$ cat src/rtl/fifo_uart_pkg.sv
// Shared types and line levels for the FIFO-fed UART transmitter.
package fifo_uart_pkg;

  typedef enum logic [2:0] {
    IDLE,
    START,
    DATA,
    PARITY,
    STOP
  } tx_state_t;

  localparam logic START_LEVEL = 1'b0;
  localparam logic STOP_LEVEL  = 1'b1;
  localparam logic IDLE_LEVEL  = 1'b1;

endpackage

$ cat src/rtl/uart_baud_counter.sv
// Bit-period timer: counts CLKS_PER_BIT cycles per serial bit while running,
// reloading on clear so a new frame always starts on a fresh bit boundary.
module uart_baud_counter #(
  parameter int CLKS_PER_BIT = 16
) (
  input  logic clk,
  input  logic rst,
  input  logic clear,
  input  logic run,
  output logic bit_tick,
  output logic pre_tick
);

  localparam int CW = $clog2(CLKS_PER_BIT);
  localparam logic [CW-1:0] LAST     = CW'(CLKS_PER_BIT - 1);
  localparam logic [CW-1:0] PRE_LAST = CW'(CLKS_PER_BIT - 2);

  logic [CW-1:0] count;

  // NOTE: sequential state uses non-blocking assignments so every flop
  // samples pre-edge values, independent of process evaluation order.
  always_ff @(posedge clk or posedge rst) begin
    if (rst) begin
      count <= '0;
    end else if (clear) begin
      count <= '0;
    end else if (run) begin
      count <= (count == LAST) ? '0 : count + CW'(1);
    end
  end

  assign bit_tick = run && (count == LAST);
  // One cycle early, so registered outputs can line up with the last cycle.
  assign pre_tick = run && (count == PRE_LAST);

endmodule

$ cat src/rtl/fifo_uart_tx.sv
// Drains a show-ahead FIFO one word per frame and shifts it out as
// start, LSB-first data, optional even parity and stop.
module fifo_uart_tx
  import fifo_uart_pkg::*;
#(
  parameter int DATA_WIDTH   = 6,
  parameter int CLKS_PER_BIT = 16,
  parameter int PARITY_EN    = 1
) (
  input  logic                  clk,
  input  logic                  rst,
  input  logic [DATA_WIDTH-1:0] fifo_data,
  input  logic                  fifo_empty,
  output logic                  fifo_read_enable,
  input  logic                  tx_enable,
  output logic                  tx_serial,
  output logic                  tx_busy,
  output logic                  frame_done
);

  localparam int BIT_W = (DATA_WIDTH > 1) ? $clog2(DATA_WIDTH) : 1;
  localparam logic [BIT_W-1:0] LAST_BIT = BIT_W'(DATA_WIDTH - 1);

  tx_state_t             state, state_next;
  logic [DATA_WIDTH-1:0] shift_reg, shift_next;
  logic [BIT_W-1:0]      bit_cnt, bit_cnt_next;
  logic                  parity_bit, parity_next;
  logic                  line_next;
  logic                  bit_tick, pre_tick;
  logic                  pop;

  uart_baud_counter #(
    .CLKS_PER_BIT(CLKS_PER_BIT)
  ) u_baud (
    .clk      (clk),
    .rst      (rst),
    .clear    (pop),
    .run      (state != IDLE),
    .bit_tick (bit_tick),
    .pre_tick (pre_tick)
  );

  // Pops are only evaluated when idle or in the final stop cycle; reset gates
  // them so a held reset never drains the FIFO.
  assign pop = !rst && tx_enable && !fifo_empty &&
               ((state == IDLE) || ((state == STOP) && bit_tick));
  assign fifo_read_enable = pop;

  // NOTE: every output of this block gets a default first, so no path can
  // leave a value unassigned and infer a latch.
  always_comb begin
    state_next   = state;
    shift_next   = shift_reg;
    bit_cnt_next = bit_cnt;
    parity_next  = parity_bit;
    line_next    = IDLE_LEVEL;

    case (state)
      IDLE: begin
        if (pop) begin
          state_next   = START;
          shift_next   = fifo_data;
          parity_next  = ^fifo_data;
          bit_cnt_next = '0;
        end
      end
      START: begin
        if (bit_tick) state_next = DATA;
      end
      DATA: begin
        if (bit_tick) begin
          shift_next = shift_reg >> 1;
          if (bit_cnt == LAST_BIT) begin
            bit_cnt_next = '0;
            state_next   = (PARITY_EN != 0) ? PARITY : STOP;
          end else begin
            bit_cnt_next = bit_cnt + BIT_W'(1);
          end
        end
      end
      PARITY: begin
        if (bit_tick) state_next = STOP;
      end
      STOP: begin
        if (bit_tick) begin
          if (pop) begin
            state_next   = START;
            shift_next   = fifo_data;
            parity_next  = ^fifo_data;
            bit_cnt_next = '0;
          end else begin
            state_next = IDLE;
          end
        end
      end
      default: state_next = IDLE;
    endcase

    // The line is registered from the state being entered.
    case (state_next)
      START:   line_next = START_LEVEL;
      DATA:    line_next = shift_next[0];
      PARITY:  line_next = parity_next;
      STOP:    line_next = STOP_LEVEL;
      default: line_next = IDLE_LEVEL;
    endcase
  end

  always_ff @(posedge clk or posedge rst) begin
    if (rst) begin
      state      <= IDLE;
      shift_reg  <= '0;
      bit_cnt    <= '0;
      parity_bit <= 1'b0;
      tx_serial  <= IDLE_LEVEL;
      tx_busy    <= 1'b0;
      frame_done <= 1'b0;
    end else begin
      state      <= state_next;
      shift_reg  <= shift_next;
      bit_cnt    <= bit_cnt_next;
      parity_bit <= parity_next;
      tx_serial  <= line_next;
      tx_busy    <= (state_next != IDLE);
      frame_done <= (state == STOP) && pre_tick;
    end
  end

endmodule

$ cat config.mk
export PLATFORM = sky130hd
export DESIGN_NAME = fifo_uart_tx
export DESIGN_NICKNAME = d
export VERILOG_FILES = /design/src/rtl/fifo_uart_pkg.sv /design/src/rtl/uart_baud_counter.sv /design/src/rtl/fifo_uart_tx.sv
export SDC_FILE = /design/constraint.sdc
export NUM_CORES = 1
export LEC_CHECK = 0
export BUFFER_PORTS_ARGS = -buffer_cell sky130_fd_sc_hd__buf_4
export CORE_ASPECT_RATIO = 1.1
export CORE_MARGIN = 3
export CORE_UTILIZATION = 59
export CTS_BUF_LIST = sky130_fd_sc_hd__clkbuf_16
export CTS_CLUSTER_SIZE = 12
export DETAILED_ROUTE_END_ITERATION = 10
export PLACE_DENSITY = 0.81
export SYNTH_ARGS = -nofsm -noshare
export SYNTH_HDL_FRONTEND = slang
export SYNTH_HIERARCHICAL = 1
export SYNTH_SLANG_ARGS = --single-unit
export TNS_END_PERCENT = 10
$ cat constraint.sdc
create_clock -name clk -period 5.65 [get_ports clk]
set_input_delay 1.13 -clock clk [delete_from_list [all_inputs] [get_ports clk]]
set_output_delay 1.13 -clock clk [all_outputs]
set_load 0.05 [all_outputs]
# Word level (Yosys, flattened, before mapping)
# Cells that the tools add are included.
# W data, S select, Z words.
# word_totals
register_bits	20
input_bits	10
output_inout_bits	4
word_cells	64
# op_classes
addsub	2
n_eq_ne	12
mux	24
reduce_logical	17
# op_table
operator	count
$mux W3	10
$mux W6	3
$pmux W6 S3	1
$pmux W3 S5	1
$eq A3 B2 Y1 const B	4
$mux W4	3
$pmux W3 S3	1
$reduce_bool A3 Y1	3
$eq A4 B4 Y1 const B	2
$logic_and A1 B1 Y1	7
$eq A3 B1 Y1 const B	2
$eq A3 B3 Y1 const B	2
$reduce_xor A6 Y1	1
$add A4 B1 Y4 const B	1
$ne A2 B2 Y1 const B	2
$add A3 B1 Y3 const B	1
$logic_not A3 Y1	1
$mux W1	3
$pmux W1 S3	1
$reduce_and A3 Y1	1
$logic_not A1 Y1	2
$pmux W1 S2	1
$reduce_bool A2 Y1	1
$logic_or A1 B1 Y1	1

# Depth between registers and ports, before layout
# logic_depth
depth_word	10
mapped_depth	9
mapped_depth_nobuf	8

# Cells and area by module
# Netlist, hierarchy kept.
# by_module_without_submodules
module	n_inst	cells_per_inst	area_each_um2	seq_area_each_um2
fifo_uart_tx	1	86	838.3	401.6
uart_baud_counter	1	26	239.0	100.1

# Worst setup path before layout
# Ideal clock, no wire load.
# synth_path
path_type	in2out
startpoint	input rst
endpoint	output fifo_read_enable
arrival_ps	2437
required_time_ps	4520
setup_slack_ps	2083
cell_stages	3
n_path_buf	1
cell_sequence	or4b_1 buf_2 nor3_4
# synth_via
elab_chain_len	4
# synth_lines
element	line_no	rtl
start, declared	fifo_uart_tx.sv:11	input logic rst,
$logic_not A1 Y1 (no source line)	--	
$logic_and A1 B1 Y1 (3 in series)	fifo_uart_tx.sv:45	assign pop = !rst && tx_enable && !fifo_empty &&
end, declared	fifo_uart_tx.sv:14	output logic fifo_read_enable,
# Every way passes these cells.

# Worst setup path in the final report
# Same ends and word-level chain as after synthesis.

==> impl_metrics.toml <==
[yosys]
yosysMostFrequentCell = "dfrtp_1"
synthCells = 112
ys_types = 38
synth_area_per_cell_sq_um = 9.62
synth_commonest_cells = "19 x dfrtp_1, 12 x inv_1, 10 x o21ai_0"
synth_area_leaders = "dfrtp_1 44%, xnor2_1 4.9%, o21ai_0 4.6%"
syn_area_sq_um = 1080
yosysSeqAreaShare = 0.466
synth_fp_nets = 124
yosys.area.top_type = "dfrtp_1"
synth.yosys.warnings = 6
synth-edff-count = 0
synth_flop_cell = "dfrtp_1"
async_reset_ff_frac = 1.00
ys_ff_latch = 20
netlist.area_leader.share = 0.441

[floorplan]
core.rowCount = 15
io_pins = 14
initial_utilization = 0.652
die_area_sq_um = 2380
die_w_microns = 46.7
die_h_microns = 50.8
core_region_area_sq_um = 1650

[critical_path]
path_cells = "buf_4, or4b_1, nor3_4, buf_4"
cp_common_cell = "buf_4"
r2r_slack_ns = 3.18
start_kind = "input pin"
cp_max_fo = 14
crit_path_end_kind = "output port"
reg2reg_depth = 8
critPathRequiredTime_ns = 4.52
cp_slowest_stage_delay_ns = 0.67
regToRegStartpoint = "state[0]$_DFF_PP0_"
cp_slowest_cell = "or4b_1"
cp.arrival_ns = 2.73
startpoint = "rst"
path_class = "input pin to output port"

[clock_tree]
cts_resized = 0
clock-root-buffer = "clkbuf_16"
clkLatencyLatePin_ns = 0.25
cts_made_buffers = 3
post-cts-setup-buffer-count = 0
cts_hold_buf = 0
clkSinkCount = 20
clockBufferDepth = 2
cts.clk_slew.worst_paths_ns = 0.05
htreeDepth = 1
cts_tree = "built"

[power_and_ir_drop]
ir_drop_uv = 432
p_leak_uw = 0.000592
power_density_nw_per_um2 = 504

[grt]
grt_remaining_overflow = 0
antenna_found_initial = 0
grt_pass1_vias = 824
grt_max_degree = 17
grt_pass1_wl_mm = 3.51
grt_usage = 0.204

[routing]
vias_per_cell = 6.05
drtAntennaViolNets = 0
drt_wl_total_mm = 2.07
wl_per_cell_microns = 14.5
route.vias.total = 859
drtIter0Drc = 66
drc_errors = 0
drt-pass1-iter-count = 5

[sta]
tns_ns = 0
finalCritPeriodShare = 0.684
slew_headroom = 0.593
finalCriticalPeriod_ns = 3.86
drv_slew = 0
final_hold_viol_count = 0
finClkSkew_ns = 0.00151
finalSetupViolations = 0
worstMarginPinSlew_ns = 0.606
clock.fmax_ghz = 0.259
rsz0062_at_grt = "no"

[layout]
largest_register_ffs = 6
final_nets = 138
synthToLayoutAreaGrowth_pct = 16.1
antennaDiodeCount = 0
drive_gt1_frac = 0.176
utilization = 0.758
fin_area_sq_um = 1250

[min_path]
worstHoldPathCells = 2
hp-start = "shift_reg[3]$_DFFE_PP0P_"
hold_path.class = "flip-flop to flip-flop"

[placed_design]
gp_congestion = 0.787
dpl_cell_area_sq_um = 1170
numPortBuffers = 13
hpwl_mm = 1.51

[run]
cap_violations = 0

[outcome]
outcome = "finished clean"
[cell usage in the layout, fill, tap and decap left out, types with 2 or more instances in the layout]
cell type | netlist | final
nor3_1 | 3 | 3
inv_1 | 12 | 12
o21ai_0 | 10 | 10
and4_2 | 2 | 2
nand3b_1 | 2 | 2
dfrtp_1 | 19 | 19
nor2b_1 | 2 | 2
clkbuf_16 | 0 | 3
or3_1 | 2 | 2
a21oi_1 | 7 | 7
nor2_1 | 5 | 5
xnor2_1 | 6 | 6
and2_1 | 2 | 2
nand2_1 | 8 | 8
nand2b_1 | 2 | 2
a222oi_1 | 4 | 4
ha_1 | 2 | 2
nand3_1 | 2 | 2
buf_4 | 0 | 13
[final timing paths]
check | to
worst max register to register | tx_serial$_DFF_PP1_
worst min register to register | shift_reg[2]$_DFFE_PP0P_
max in group asynchronous | shift_reg[2]$_DFFE_PP0P_
worst min-delay path | shift_reg[2]$_DFFE_PP0P_
min in group asynchronous | u_baud/count[3]$_DFFE_PP0P_
worst max-delay path | fifo_read_enable
[where the power goes]
group          switching, uW  total, uW  internal (uW)
Sequential              59.9        268            208
Combinational            118        221            103
Clock                   48.2        142           94.1
Total                    226        631            405
[worst max-delay path, delay by kind of cell]
kind | cells | cell delay (ns)
buffers and inverters | 2 | 0.41
AND/OR/NAND/NOR | 2 | 1.19
[cell type report]
class                      count  area, sq um
clock buffer                   3         75.1
clock inverter                 1         3.75
fill                         121          400
inverter                      12         45.0
multi-input combinational     76          507
sequential                    20          502
tap                           17         21.3
timing repair buffer          13         97.6
[layer usage]
layer  vias up  global-route usage  wire length [microns]
met5         -                   0                      0
met4         0              0.0876                     40
met3         5              0.0317                    107
met2        32               0.326                   1010
met1       407               0.268                    908
li1        415                   -                      -
[logic make-up after synthesis]
kind of cell,after synthesis,synth area share
XOR/XNOR,7,0.0569
AND/OR/NAND/NOR,38,0.210
multiplexers,1,0.00929
AO/OA/AOI/OAI,28,0.171
buffers and inverters,16,0.0639
flip-flops,20,0.466
adder cells (fa/ha/maj),2,0.0232
[stage by stage]
step | cells | setup WS (ns) | power (uW) | hold slack, ns
floorplan | 112 | 2.08 | 440 | 0.448
global placement | 138 | 1.82 | 478 | 0.484
detailed placement | 138 | 1.78 | 489 | 0.487
CTS | 142 | 1.78 | 637 | 0.532
global route | 142 | 1.69 | 682 | 0.560
finish | 142 | 1.79 | 631 | 0.529
(Power assumes the default switching activity.)
